$ cat config.mk
export PLATFORM = sky130hd
export DESIGN_NAME = seq_generator_param_flat
export DESIGN_NICKNAME = d
export VERILOG_FILES = /design/src/rtl/seq_generator_param_if.sv /design/src/rtl/seq_generator_param.sv /design/src/flat_wrapper.sv
export SDC_FILE = /design/constraint.sdc
export NUM_CORES = 1
export LEC_CHECK = 0
export ABC_CLOCK_PERIOD_IN_PS = 7500
export BUFFER_PORTS_ARGS = -buffer_cell sky130_fd_sc_hd__buf_2
export CORE_UTILIZATION = 57
export DETAILED_ROUTE_END_ITERATION = 7
export MAX_ROUTING_LAYER = met4
export PLACE_DENSITY = 0.79
export SLEW_MARGIN = 0
export SYNTH_ARGS = -nofsm -noshare
export SYNTH_HDL_FRONTEND = slang
export SYNTH_SLANG_ARGS = --single-unit
$ cat constraint.sdc
create_clock -name clock -period 7.5 [get_ports clock]
set_clock_uncertainty 0.15 [all_clocks]
set_input_delay 0.375 -clock clock [delete_from_list [all_inputs] [get_ports clock]]
set_output_delay 0.375 -clock clock [all_outputs]
set_load 0.05 [all_outputs]
$ cat src/rtl/seq_generator_param_if.sv
// Control and observation bundle for seq_generator_param: step/load/write
// requests in, current value, preview, toggle mask, index and wrap pulse out.
interface seq_generator_param_if #(
    parameter int WIDTH = 4,
    parameter int DEPTH = 6
);
    localparam int IDXW = $clog2(DEPTH);

    logic              en;
    logic              dir;
    logic              load;
    logic [IDXW-1:0]   load_idx;
    logic              len_we;
    logic [IDXW:0]     len_in;
    logic              wr_en;
    logic [IDXW-1:0]   wr_addr;
    logic [WIDTH-1:0]  wr_data;
    logic [WIDTH-1:0]  Yt;
    logic [WIDTH-1:0]  Yt_next;
    logic [WIDTH-1:0]  tog;
    logic [IDXW-1:0]   idx;
    logic              wrap;

    modport master (
        output en, dir, load, load_idx, len_we, len_in, wr_en, wr_addr, wr_data,
        input  Yt, Yt_next, tog, idx, wrap
    );

    modport slave (
        input  en, dir, load, load_idx, len_we, len_in, wr_en, wr_addr, wr_data,
        output Yt, Yt_next, tog, idx, wrap
    );
endinterface

$ cat src/rtl/seq_generator_param.sv
// Table-driven sequence generator: steps through a writable table of values,
// holding the current value in a bank of T flip-flops driven by Yt ^ target.
module seq_generator_param #(
    parameter int                     WIDTH = 4,
    parameter int                     DEPTH = 6,
    parameter logic [DEPTH*WIDTH-1:0] INIT  = {4'd2, 4'd7, 4'd3, 4'd5, 4'd8, 4'd0}
) (
    input logic                clock,
    input logic                reset_n,
    seq_generator_param_if.slave bus
);
    localparam int IDXW = $clog2(DEPTH);

    logic [WIDTH-1:0] r_table [DEPTH];
    logic [IDXW:0]    r_len;
    logic [IDXW-1:0]  r_idx;
    logic [WIDTH-1:0] r_yt;
    logic             r_wrap;

    logic [IDXW:0]    w_len_m1;
    logic             w_in_range;
    logic             w_fwd_wraps;
    logic             w_rev_wraps;
    logic [IDXW-1:0]  w_next_fwd;
    logic [IDXW-1:0]  w_next_rev;
    logic [IDXW-1:0]  w_next_idx;
    logic             w_step_wraps;
    logic [WIDTH-1:0] w_yt_next;
    logic             w_load_ok;
    logic [IDXW-1:0]  w_load_idx;
    logic [WIDTH-1:0] w_target;
    logic [WIDTH-1:0] w_tog;
    logic             w_len_ok;

    // An index left beyond a shortened length behaves like a wrap point in
    // both directions, so it rejoins the active window on the next step.
    always_comb begin
        w_len_m1     = r_len - (IDXW+1)'(1);
        w_in_range   = {1'b0, r_idx} < r_len;
        w_fwd_wraps  = !w_in_range || ({1'b0, r_idx} == w_len_m1);
        w_rev_wraps  = !w_in_range || (r_idx == '0);
        w_next_fwd   = w_fwd_wraps ? '0 : r_idx + IDXW'(1);
        w_next_rev   = w_rev_wraps ? w_len_m1[IDXW-1:0] : r_idx - IDXW'(1);
        w_next_idx   = bus.dir ? w_next_rev : w_next_fwd;
        w_step_wraps = bus.dir ? w_rev_wraps : w_fwd_wraps;
        w_yt_next    = r_table[w_next_idx];
        w_load_ok    = {1'b0, bus.load_idx} < r_len;
        w_load_idx   = w_load_ok ? bus.load_idx : '0;
        w_len_ok     = (bus.len_in != '0) && (bus.len_in <= (IDXW+1)'(DEPTH));

        w_target = r_yt;
        if (bus.load) begin
            w_target = r_table[w_load_idx];
        end else if (bus.en) begin
            w_target = w_yt_next;
        end
        w_tog = (bus.load || bus.en) ? (r_yt ^ w_target) : '0;
    end

    always_ff @(posedge clock or negedge reset_n) begin
        if (!reset_n) begin
            r_idx  <= '0;
            r_len  <= (IDXW+1)'(DEPTH);
            r_wrap <= 1'b0;
        end else begin
            if (bus.load) begin
                r_idx  <= w_load_idx;
                r_wrap <= 1'b0;
            end else if (bus.en) begin
                r_idx  <= w_next_idx;
                r_wrap <= w_step_wraps;
            end else begin
                r_wrap <= 1'b0;
            end
            if (bus.len_we && w_len_ok) begin
                r_len <= bus.len_in;
            end
        end
    end

    // Reads above see the old entry; a same-cycle write lands at this edge.
    generate
        for (genvar gi = 0; gi < DEPTH; gi++) begin : g_table
            always_ff @(posedge clock or negedge reset_n) begin
                if (!reset_n) begin
                    r_table[gi] <= INIT[gi*WIDTH +: WIDTH];
                end else if (bus.wr_en && (bus.wr_addr == IDXW'(gi))) begin
                    r_table[gi] <= bus.wr_data;
                end
            end
        end
    endgenerate

    generate
        for (genvar gi = 0; gi < WIDTH; gi++) begin : g_tff
            always_ff @(posedge clock or negedge reset_n) begin
                if (!reset_n) begin
                    r_yt[gi] <= INIT[gi];
                end else if (w_tog[gi]) begin
                    r_yt[gi] <= ~r_yt[gi];
                end
            end
        end
    endgenerate

    assign bus.Yt      = r_yt;
    assign bus.Yt_next = w_yt_next;
    assign bus.tog     = w_tog;
    assign bus.idx     = r_idx;
    assign bus.wrap    = r_wrap;
endmodule

$ cat src/flat_wrapper.sv
// flat-port wrapper written by rule: the top's interface ports become plain ports
module seq_generator_param_flat 
#(
    parameter int                     WIDTH = 4,
    parameter int                     DEPTH = 6,
    parameter logic [DEPTH*WIDTH-1:0] INIT  = {4'd2, 4'd7, 4'd3, 4'd5, 4'd8, 4'd0}
)
  (clock, reset_n, bus_en, bus_dir, bus_load, bus_load_idx, bus_len_we, bus_len_in, bus_wr_en, bus_wr_addr, bus_wr_data, bus_Yt, bus_Yt_next, bus_tog, bus_idx, bus_wrap);
  seq_generator_param_if #(.WIDTH(WIDTH), .DEPTH(DEPTH)) bus_i ();
  input logic clock;
  input logic reset_n;
  input wire logic [$bits(bus_i.en)-1:0] bus_en;
  input wire logic [$bits(bus_i.dir)-1:0] bus_dir;
  input wire logic [$bits(bus_i.load)-1:0] bus_load;
  input wire logic [$bits(bus_i.load_idx)-1:0] bus_load_idx;
  input wire logic [$bits(bus_i.len_we)-1:0] bus_len_we;
  input wire logic [$bits(bus_i.len_in)-1:0] bus_len_in;
  input wire logic [$bits(bus_i.wr_en)-1:0] bus_wr_en;
  input wire logic [$bits(bus_i.wr_addr)-1:0] bus_wr_addr;
  input wire logic [$bits(bus_i.wr_data)-1:0] bus_wr_data;
  output wire logic [$bits(bus_i.Yt)-1:0] bus_Yt;
  output wire logic [$bits(bus_i.Yt_next)-1:0] bus_Yt_next;
  output wire logic [$bits(bus_i.tog)-1:0] bus_tog;
  output wire logic [$bits(bus_i.idx)-1:0] bus_idx;
  output wire logic [$bits(bus_i.wrap)-1:0] bus_wrap;
  assign bus_i.en = bus_en;
  assign bus_i.dir = bus_dir;
  assign bus_i.load = bus_load;
  assign bus_i.load_idx = bus_load_idx;
  assign bus_i.len_we = bus_len_we;
  assign bus_i.len_in = bus_len_in;
  assign bus_i.wr_en = bus_wr_en;
  assign bus_i.wr_addr = bus_wr_addr;
  assign bus_i.wr_data = bus_wr_data;
  assign bus_Yt = bus_i.Yt;
  assign bus_Yt_next = bus_i.Yt_next;
  assign bus_tog = bus_i.tog;
  assign bus_idx = bus_i.idx;
  assign bus_wrap = bus_i.wrap;
  seq_generator_param #(.WIDTH(WIDTH), .DEPTH(DEPTH), .INIT(INIT)) u_core (.clock(clock), .reset_n(reset_n), .bus(bus_i));
endmodule
== Word-level counts from Yosys, hierarchy flattened ==
Cells that the tools add are included.

* Logic and storage cells: 68
* Output and inout port bits: 16
* Input port bits: 21
* Flip-flop bits (word level): 36

* Order comparisons: 5
* Eq/ne operators: 6
* $add $sub $neg: 3
* Bitwise operators: 7
* Reduce and logical (&&, ||, !) cells: 16
* Muxes and demuxes: 18

{| class="wikitable"
|+ Operators by type and width
! operator !! number
|-
| $mux 4 || 7
|-
| $bmux 4 s3 || 2
|-
| $mux 3 || 6
|-
| $ge 4x4->1 const B || 2
|-
| $logic_and 1x1->1 || 8
|-
| $lt 3x4->1 || 2
|-
| $not 3->4 || 2
|-
| $eq 3x2->1 const B || 2
|-
| $eq 3x3->1 const B || 2
|-
| $logic_not 3->1 || 2
|-
| $eq 3x4->1 || 1
|-
| $le 4x3->1 const B || 1
|-
| $not 1->1 || 4
|-
| $reduce_bool 4->1 || 1
|-
| $sub 4x1->4 const B || 1
|-
| $xor 4x4->4 || 1
|-
| $add 3x1->3 const B || 1
|-
| $eq 3x1->1 const B || 1
|-
| $logic_or 1x1->1 || 3
|-
| $mux 1 || 3
|-
| $sub 3x1->3 const B || 1
|-
| $reduce_bool 2->1 || 1
|-
| $logic_not 1->1 || 1
|}

== Logic depth before layout (Yosys ltp) ==
Gate-level depths: netlist (run 1).

* Word-level depth: 13
* Mapped depth: 11
* Depth with buffers taken out: 10

== Worst setup path after synthesis (run 1) ==
No wires, ideal clock.

* Kind: reg-to-output
* Start point: register u_core.r_idx[0] (netlist: u_core.bus.idx[0])
* End point: output bus_tog[1]
* Slack: 3.021 ns
* Path buffers: 0
* Cell stages (with the launch flop): 11
* Required time: 6.975 ns
* Arrival: 3.954 ns
* Path through: dfrtp_1 -> inv_1 -> ha_1 -> nand2b_4 -> a211o_1 -> a311o_2 -> nand2_4 -> mux2i_1 -> o221ai_2 -> nor3_2 -> nor4_2

* Longest elaborated chain between the ends: 13

{| class="wikitable"
|+ Ends and longest elaborated chain
! item !! line !! source
|-
| from (decl) || seq_generator_param.sv:16 || <nowiki>logic [IDXW-1:0] r_idx;</nowiki>
|-
| from (signal assigned) || seq_generator_param.sv:67 || <nowiki>r_idx <= w_load_idx;</nowiki>
|-
| from (signal assigned) || seq_generator_param.sv:70 || <nowiki>r_idx <= w_next_idx;</nowiki>
|-
| $lt 3x4->1 || seq_generator_param.sv:39 || <nowiki>w_in_range = {1'b0, r_idx} < r_len;</nowiki>
|-
| $logic_not 1->1 || seq_generator_param.sv:40, seq_generator_param.sv:41 ||
|-
| $logic_or 1x1->1, on equally long branches || seq_generator_param.sv:40, seq_generator_param.sv:41 ||
|-
| $mux 3, on equally long branches || seq_generator_param.sv:42, seq_generator_param.sv:43 ||
|-
| $mux 3 * || seq_generator_param.sv:44 || <nowiki>w_next_idx = bus.dir ? w_next_rev : w_next_fwd;</nowiki>
|-
| $not 3->4 (implied by the code) * || seq_generator_param.sv:46 || <nowiki>w_yt_next = r_table[w_next_idx];</nowiki>
|-
| $bmux 4 s3 * || seq_generator_param.sv:46 ||
|-
| $mux 4 (implied by the code) * (2 in a row) || seq_generator_param.sv:46 ||
|-
| net bus_Yt_next[1] || flat_wrapper.sv:22 || <nowiki>output wire logic [$bits(bus_i.Yt_next)-1:0] bus_Yt_next;</nowiki>
|-
| $mux 4 * || seq_generator_param.sv:54 || <nowiki>end else if (bus.en) begin</nowiki>
|-
| $mux 4 * || seq_generator_param.sv:52 || <nowiki>if (bus.load) begin</nowiki>
|-
| $xor 4x4->4 * || seq_generator_param.sv:57 || <nowiki>w_tog = (bus.load || bus.en) ? (r_yt ^ w_target) : '0;</nowiki>
|-
| $mux 4 * || seq_generator_param.sv:57 ||
|-
| to (decl) || flat_wrapper.sv:23 || <nowiki>output wire logic [$bits(bus_i.tog)-1:0] bus_tog;</nowiki>
|}

The timed path passes the listed nets; every way through them passes the cells marked *. The select of a mux whose other input is x is not followed.

== Final worst setup path (run 1) ==
* Start point: register u_core.r_len[2]
* End point: output bus_tog[3]

* Longest elaborated chain between the ends: 13

{| class="wikitable"
|+ Ends and longest elaborated chain
! item !! line !! source
|-
| from (decl) || seq_generator_param.sv:15 || <nowiki>logic [IDXW:0] r_len;</nowiki>
|-
| from (signal assigned) || seq_generator_param.sv:63 || <nowiki>r_len <= (IDXW+1)'(DEPTH);</nowiki>
|-
| from (signal assigned) || seq_generator_param.sv:76 || <nowiki>r_len <= bus.len_in;</nowiki>
|-
| $sub 4x1->4 / $lt 3x4->1 (equally long branches) || seq_generator_param.sv:38, seq_generator_param.sv:39 ||
|-
| $eq 3x4->1 / $logic_not 1->1 (equally long branches) || seq_generator_param.sv:40, seq_generator_param.sv:41 ||
|-
| $logic_or 1x1->1, on equally long branches || seq_generator_param.sv:40, seq_generator_param.sv:41 ||
|-
| $mux 3, on equally long branches || seq_generator_param.sv:42, seq_generator_param.sv:43 ||
|-
| $mux 3 || seq_generator_param.sv:44 ||
|-
| $not 3->4 (implied by the code) || seq_generator_param.sv:46 ||
|-
| $bmux 4 s3 || seq_generator_param.sv:46 ||
|-
| $mux 4 (implied by the code) (2 in a row) || seq_generator_param.sv:46 ||
|-
| $mux 4 || seq_generator_param.sv:54 ||
|-
| $mux 4 * || seq_generator_param.sv:52 ||
|-
| $xor 4x4->4 * || seq_generator_param.sv:57 ||
|-
| $mux 4 * || seq_generator_param.sv:57 ||
|}

Every way passes the cells marked *; elsewhere a longest branch is shown, timed or not. The select of a mux whose other input is x is not followed.

==> results of run 1 <==
-- placed cells by master (no fill, tap or decap), drive strengths merged, types with 9 or more instances in the layout --
master	instances
a21oi	11
buf	36
dfrtp	25
dfstp	11
ha	9
inv	15
mux2	28
mux2i	13
nand2	18
nand2b	9
nand3	13
nor2	15
o21ai	18
-- cell families (layout without fill, tap and decap cells) --
family / Yosys count / in the layout
adder cells (fa/ha/maj): 9 / 9
flip-flops: 36 / 36
XOR/XNOR: 4 / 4
AND/OR/NAND/NOR: 93 / 93
buffers and inverters: 22 / 58
multiplexers: 41 / 41
AO/OA/AOI/OAI: 72 / 72
-- area by class of cell --
| cell class | instances | area [um^2] | share of cell area, % |
|---|---|---|---|
| multi-input combinational | 219 | 1760 | 57.4 |
| sequential | 36 | 915 | 29.9 |
| timing repair buffer | 36 | 180 | 5.89 |
| clock buffer | 5 | 68.8 | 2.25 |
| tap | 52 | 65.1 | 2.13 |
| inverter | 14 | 52.6 | 1.72 |
| clock inverter | 3 | 21.3 | 0.696 |
-- worst min path at each step --
| stage | end | slack (ns) |
|---|---|---|
| finish | u_core.r_table[15] | 0.01 |
| detailed placement | u_core.r_table[11] | 0.35 |
| global route | u_core.r_len[3] | 0.07 |
| CTS | u_core.r_table[15] | 0.04 |
| global placement | u_core.r_table[11] | 0.34 |
| floorplan | u_core.bus.Yt[0] | -0.07 |
-- routing by layer --
| metal | up-vias | wire [um] |
|---|---|---|
| met5 | - | 0 |
| met4 | 0 | 161 |
| li1 | 1110 | - |
| met3 | 13 | 396 |
| met2 | 92 | 2910 |
| met1 | 1082 | 2870 |
-- per-stage QoR --
stage	instance area [um^2]	hold slack [ns]
floorplan	2760	-0.0706
global placement	2970	0.340
detailed placement	2970	0.353
CTS	3060	0.0387
global route	3060	0.0691
finish	3060	0.0103
-- power by group through the flow --
| stage | combinational (mW) | sequential (mW) | clock [mW] |
|---|---|---|---|
| 3_3_place_gp | 0.624 | 0.298 | 0 |
| 5_1_grt | 0.689 | 0.304 | 0.156 |
| 2_1_floorplan | 0.479 | 0.328 | 0 |
| 4_1_cts | 0.638 | 0.296 | 0.151 |
| 3_5_place_dp | 0.636 | 0.299 | 0 |
| 6_report | 0.638 | 0.297 | 0.146 |
-- critical path, delay by kind of cell (launching register included) --
kind,cells,cell delay [ns]
muxes,1,0.34
adders and majority gates,1,0.31
DFF,1,0.58
AOI/OAI and AO/OA,4,1.34
and+or+nand+nor,3,0.27
buffers and inverters,2,0.36
-- state kept, by name (all words and copies together), names as in the netlist --
signal	flops
u_core.r_table	24
u_core.bus.Yt	4
u_core.r_len	4
u_core.bus.idx	3
u_core.bus.wrap	1
==> results.py, run 1 <==
metrics = {
    "setup_path": {
        "path_cells": "inv_1 -> ha_1 -> nor2_1 -> a211o_1 -> a311o_2 -> nand2_4 -> a221oi_1 -> o32ai_2 -> mux2_4 -> nand2_2 -> buf_2",
        "criticalPathCategory": "reg2out",
        "crit_slowest_cell": "dfstp_2",
        "critPathMaxStageDelay_ns": 0.58,
        "ff2ff_path_depth": 9,
        "cp_data_arrival_time_ns": 3.49,
        "reg2reg_to": "u_core.bus.Yt[2]",
        "cp_max_fo": 9,
        "cp.required_ns": 6.97,
        "ff2ff_setup_slack_ns": 4.41,
        "rr_startpoint": "u_core.r_len[1]",
        "worst_setup_path_start_kind": "flop",
        "end_kind": "output pin",
        "crit_path_end": "bus_tog[3]",
        "cp-startpoint": "u_core.r_len[2]",
    },
    "cells_and_area": {
        "diodes": 0,
        "layout-drive-gt1-share_pct": 33.5,
        "final_util_pct": 67.9,
        "nFillCells": 373,
        "final_nets": 342,
        "finalNonFillerCells": 365,
        "area_growth_syn_to_layout_pct": 10.6,
    },
    "pwr": {
        "p_sw_uw": 540,
        "cellPowerDensity_nw_per_um2": 354,
        "total_power_mw": 1.08,
        "combPwrFrac_pct": 59.0,
        "p_leak_nw": 1.31,
        "clockPowerShare_pct": 13.5,
        "sw_frac_of_total_pct": 49.9,
        "ir_drop_uv": 154,
        "seqPwrFrac_pct": 27.5,
        "intPower_uw": 542,
    },
    "detailed_routing": {
        "ant_nets": 0,
        "detail_route.wirelength_um": 6340,
        "viasPerCell": 6.29,
        "drc": 0,
        "vias": 2297,
        "detail_route.first_pass.iterations": 4,
        "drtIter0Drc": 136,
        "wl_per_cell_um": 17.4,
    },
    "sta": {
        "setup_tns_ns": 0,
        "grt_setup_unrepaired": "false",
        "timing.final.crit_share_pct": 53.5,
        "post-route-min-period_ns": 4.02,
        "setup_violations": 0,
        "tightest_slew_ns": 0.831,
        "final-max-slew-violation-count": 0,
        "max_freq_mhz": 249,
        "slew-limit-headroom_pct": 44.5,
        "hold_violations": 0,
        "fin_ws_ns": 3.48,
    },
    "die": {
        "row_count": 24,
        "core_area_um2": 4500,
        "die-width_um": 71.6,
        "start_util_pct": 61.4,
        "num_io_pins": 37,
        "fp.dieH_um": 71.6,
        "fp.dieArea_um2": 5130,
    },
    "cts": {
        "cts_tree": "built",
        "h-tree-depth": 2,
        "numCtsBuffers": 5,
        "cts_buffer_depth": 2,
        "clkLatencyLatePin_ns": 0.29,
        "post-cts-setup-buffers": 0,
        "clkSinkCount": 36,
        "clk_pin_slew_ns": 0.09,
        "root_buffer": "clkbuf_8",
        "cts_hold_buf": 0,
        "cts-resized-gates": 0,
    },
    "synthesis": {
        "yosysWarnings": 0,
        "synth_edf_count": 0,
        "synth_top_family_by_area": "compound AO/OA/AOI/OAI gates",
        "synthArstFlopShare_pct": 100,
        "synthTopCellsByArea": "dfrtp_1, dfstp_2, mux2_2",
        "synth-compound-area-share_pct": 21.1,
        "synth_flop_cell": "dfrtp_1",
        "seq_area_frac_synth_pct": 33.1,
        "synth-simple-area-share_pct": 20.2,
        "ys_top_cells_by_count": "dfrtp_1, mux2_2, nand2_1, nor2_1",
        "synth_cell_types": 64,
        "synth_top_cell_area_share_pct": 22.6,
        "synth_cells": 277,
        "synthAdderAreaFrac_pct": 4.07,
        "syn_area_um2": 2760,
        "synth_top_cell_by_area": "dfrtp_1",
        "syn_avg_cell_area_um2": 9.98,
        "ys_seq_elements": 36,
        "post-synth-top-count-cell": "dfrtp_1",
        "synth_xor_area_share_pct": 1.54,
        "synthMuxAreaShare_pct": 16.5,
        "synth_fp_nets": 307,
    },
    "placed_design": {
        "post-place-ws_ns": 3.80,
        "dp_hpwl_um": 4920,
        "place.port_buffers": 36,
        "dp_cells": 357,
        "place_congestion": 0.927,
    },
    "global_route": {
        "grt_max_degree": 37,
        "overflow": 0,
        "antenna_found_initial": 0,
        "top_usage_layer": "met2",
        "grtUsageTotal_pct": 28.8,
        "grt_pass1_wl_um": 11000,
        "grtUsageMet2_pct": 43.9,
        "use_met1_pct": 37.2,
        "grtUsageMet3_pct": 5.06,
        "grt_pass1_vias": 2277,
    },
    "flow_run": {
        "cap_violations": 0,
    },
    "worst_hold_path": {
        "hold_path.class": "in2async",
    },
    "status": {
        "status": "complete, no violations",
    },
}
No activity file was read; power rests on OpenSTA's default activity.
==> inputs of run 2 (changes only) <==
Settings changed: ABC_AREA set to 1, ABC_CLOCK_PERIOD_IN_PS 7500 to 4100, PLACE_DENSITY 0.79 to 0.8.
Clock period 7.5 ns to 4.1 ns, I/O delays scaled along.
==> results.py, run 2 <==
metrics = {
    "sta": {
        "final-max-slew-violation-count": 0,
        "setup_tns_ns": 0,
        "hold_violations": 0,
        "post-route-min-period_ns": 3.31,
        "timing.final.crit_share_pct": 80.8,
        "max_freq_mhz": 302,
        "tightest_slew_ns": 0.807,
        "setup_violations": 0,
        "grt_setup_unrepaired": "false",
        "slew-limit-headroom_pct": 46.2,
    },
    "status": {
        "status": "complete, no violations",
    },
    "worst_hold_path": {
        "hold_path.class": "in2reg",
        "worstHoldStart": "bus_len_in[1]",
    },
    "synthesis": {
        "synth_cell_types": 31,
        "synth_top_cell_by_area": "dfrtp_1",
        "yosysWarnings": 0,
        "synth_top_cell_area_share_pct": 25.1,
        "synth_edf_count": 0,
        "ys_seq_elements": 36,
        "synthArstFlopShare_pct": 100,
        "syn_avg_cell_area_um2": 7.34,
        "synth_flop_cell": "dfrtp_1",
        "seq_area_frac_synth_pct": 36.7,
        "post-synth-top-count-cell": "nand2_1",
        "synth_fp_nets": 369,
        "synth_cells": 339,
        "ys_top_cells_by_count": "nand2_1, inv_1, nand3_1, o21ai_0, dfrtp_1",
        "syn_area_um2": 2490,
        "synthTopCellsByArea": "dfrtp_1, nand2_1, dfstp_2",
    },
    "die": {
        "start_util_pct": 60.9,
        "core_area_um2": 4090,
        "row_count": 23,
        "fp.dieArea_um2": 4640,
        "num_io_pins": 37,
        "fp.dieH_um": 68.1,
        "die-width_um": 68.1,
    },
    "global_route": {
        "grt_pass1_wl_um": 9790,
        "antenna_found_initial": 0,
        "overflow": 0,
        "grtUsageTotal_pct": 29.9,
        "grt_max_degree": 37,
        "grt_pass1_vias": 2151,
    },
    "setup_path": {
        "crit_slowest_cell": "dfstp_2",
        "path_cells": "inv_1 -> ha_1 -> inv_1 -> o21bai_2 -> nand2_1 -> nand3_2 -> inv_2 -> nand2_1 -> nand2_1 -> inv_2 -> nand2_4 -> nor2_1 -> nor2_1 -> nand2_1 -> nand3_2 -> nand3_2 -> nand2_1 -> nor2_1 -> buf_2",
        "cp_data_arrival_time_ns": 2.96,
        "rr_startpoint": "u_core.r_len[1]",
        "cp-startpoint": "u_core.r_len[1]",
        "worst_setup_path_start_kind": "flop",
        "criticalPathCategory": "reg2out",
        "end_kind": "output pin",
        "critPathMaxStageDelay_ns": 0.54,
        "cp.required_ns": 3.74,
        "path_common_cell": "nand2_1",
        "cp_max_fo": 17,
    },
    "detailed_routing": {
        "drc": 0,
        "ant_nets": 0,
        "wl_per_cell_um": 13.8,
        "drtIter0Drc": 169,
        "detail_route.wirelength_um": 5900,
        "viasPerCell": 5.41,
        "detail_route.first_pass.iterations": 4,
        "vias": 2316,
    },
    "cts": {
        "clkSinkCount": 36,
        "clk_pin_slew_ns": 0.07,
        "cts_tree": "built",
        "numCtsBuffers": 5,
        "post-cts-setup-buffers": 0,
        "root_buffer": "clkbuf_8",
        "clkLatencyLatePin_ns": 0.29,
        "cts_buffer_depth": 2,
        "h-tree-depth": 2,
    },
    "cells_and_area": {
        "layout-drive-gt1-share_pct": 24.3,
        "final_common_cell": "nand2_1",
        "final_cell_mix": "nand2_1, inv_1, buf_2, nand3_1, o21ai_0",
        "finalNonFillerCells": 428,
        "largest_register_ffs": 24,
        "diodes": 0,
        "nFillCells": 349,
        "area_growth_syn_to_layout_pct": 12.8,
        "final_nets": 407,
        "top_register": "u_core.r_table",
    },
    "pwr": {
        "cellPowerDensity_nw_per_um2": 622,
        "ir_drop_uv": 250,
        "p_leak_nw": 1.48,
    },
    "placed_design": {
        "dp_cells": 419,
        "place_congestion": 0.910,
        "place.port_buffers": 36,
        "dp_hpwl_um": 4560,
    },
    "flow_run": {
        "cap_violations": 0,
    },
}
==> run 2: cells by family after synthesis <==
group	Yosys count	synth area share (%)
buffers and inverters	49	7.84
XOR/XNOR	4	1.41
adder cells (fa/ha/maj)	9	4.52
flip-flops	36	36.7
AND/OR/NAND/NOR	182	35.2
AO/OA/AOI/OAI	59	14.3
==> run 2: worst max-delay path, delay by kind of cell (launching register included) <==
| family | cells | cell delay (ns) |
|---|---|---|
| simple gates | 12 | 1.11 |
| buf+inv | 5 | 0.57 |
| flops | 1 | 0.54 |
| fa+ha+maj | 1 | 0.28 |
| compound gates | 1 | 0.13 |
==> run 2: worst paths after layout <==
kind                                      end  slack [ns]  cells past startpoint
max                                bus_tog[3]        0.79                     19
min                           u_core.r_len[1]        0.02                      3
max reg2reg                  u_core.bus.Yt[1]        1.49                     17
min reg2reg                 u_core.r_table[4]        0.35                      2
max in group asynchronous   u_core.r_table[0]        2.90                      2
min in group asynchronous  u_core.r_table[10]        0.38                      2
==> run 2: power breakdown <==
part | switching, mW | total, mW | internal, mW
clock network | 0.126 | 0.279 | 0.153
logic | 0.677 | 0.951 | 0.274
registers | 0.0779 | 0.517 | 0.439
total | 0.880 | 1.75 | 0.866
==> run 2: routing by layer <==
layer  global-route usage, %  share of wire [%]  routed length [um]
met4                    11.5                2.4                 140
met1                    36.2                 46                2720
met3                    6.33                4.4                 257
met2                    48.5                 47                2780
met5                       -                  0                   0
==> run 2: stage by stage <==
stage	instance area, um^2	worst slack (ns)	hold slack [ns]	power [mW]	util (%)
floorplan	2490	0.770	-0.241	1.27	-
global placement	2700	1.16	0.181	1.45	66.0
detailed placement	2700	1.13	0.177	1.47	66.0
CTS	2810	0.795	0.0169	1.75	68.7
global route	2810	0.488	0.0187	1.89	68.7
finish	2810	0.787	0.0160	1.75	68.7
==> run 2: layout make-up <==
cell class	count	area, um^2	share of cell area (%)
Timing Repair Buffer	37	190	6.77
Multi-Input combinational cell	254	1380	49.1
Sequential cell	36	915	32.6
Inverter	43	161	5.75
Tap cell	50	62.6	2.23
Clock buffer	8	100	3.56
==> run 2: what timing repair did <==
item	in CTS	in global routing
endpoints found under the hold margin	25	0
gates resized for setup	0	0
hold buffers	1	0
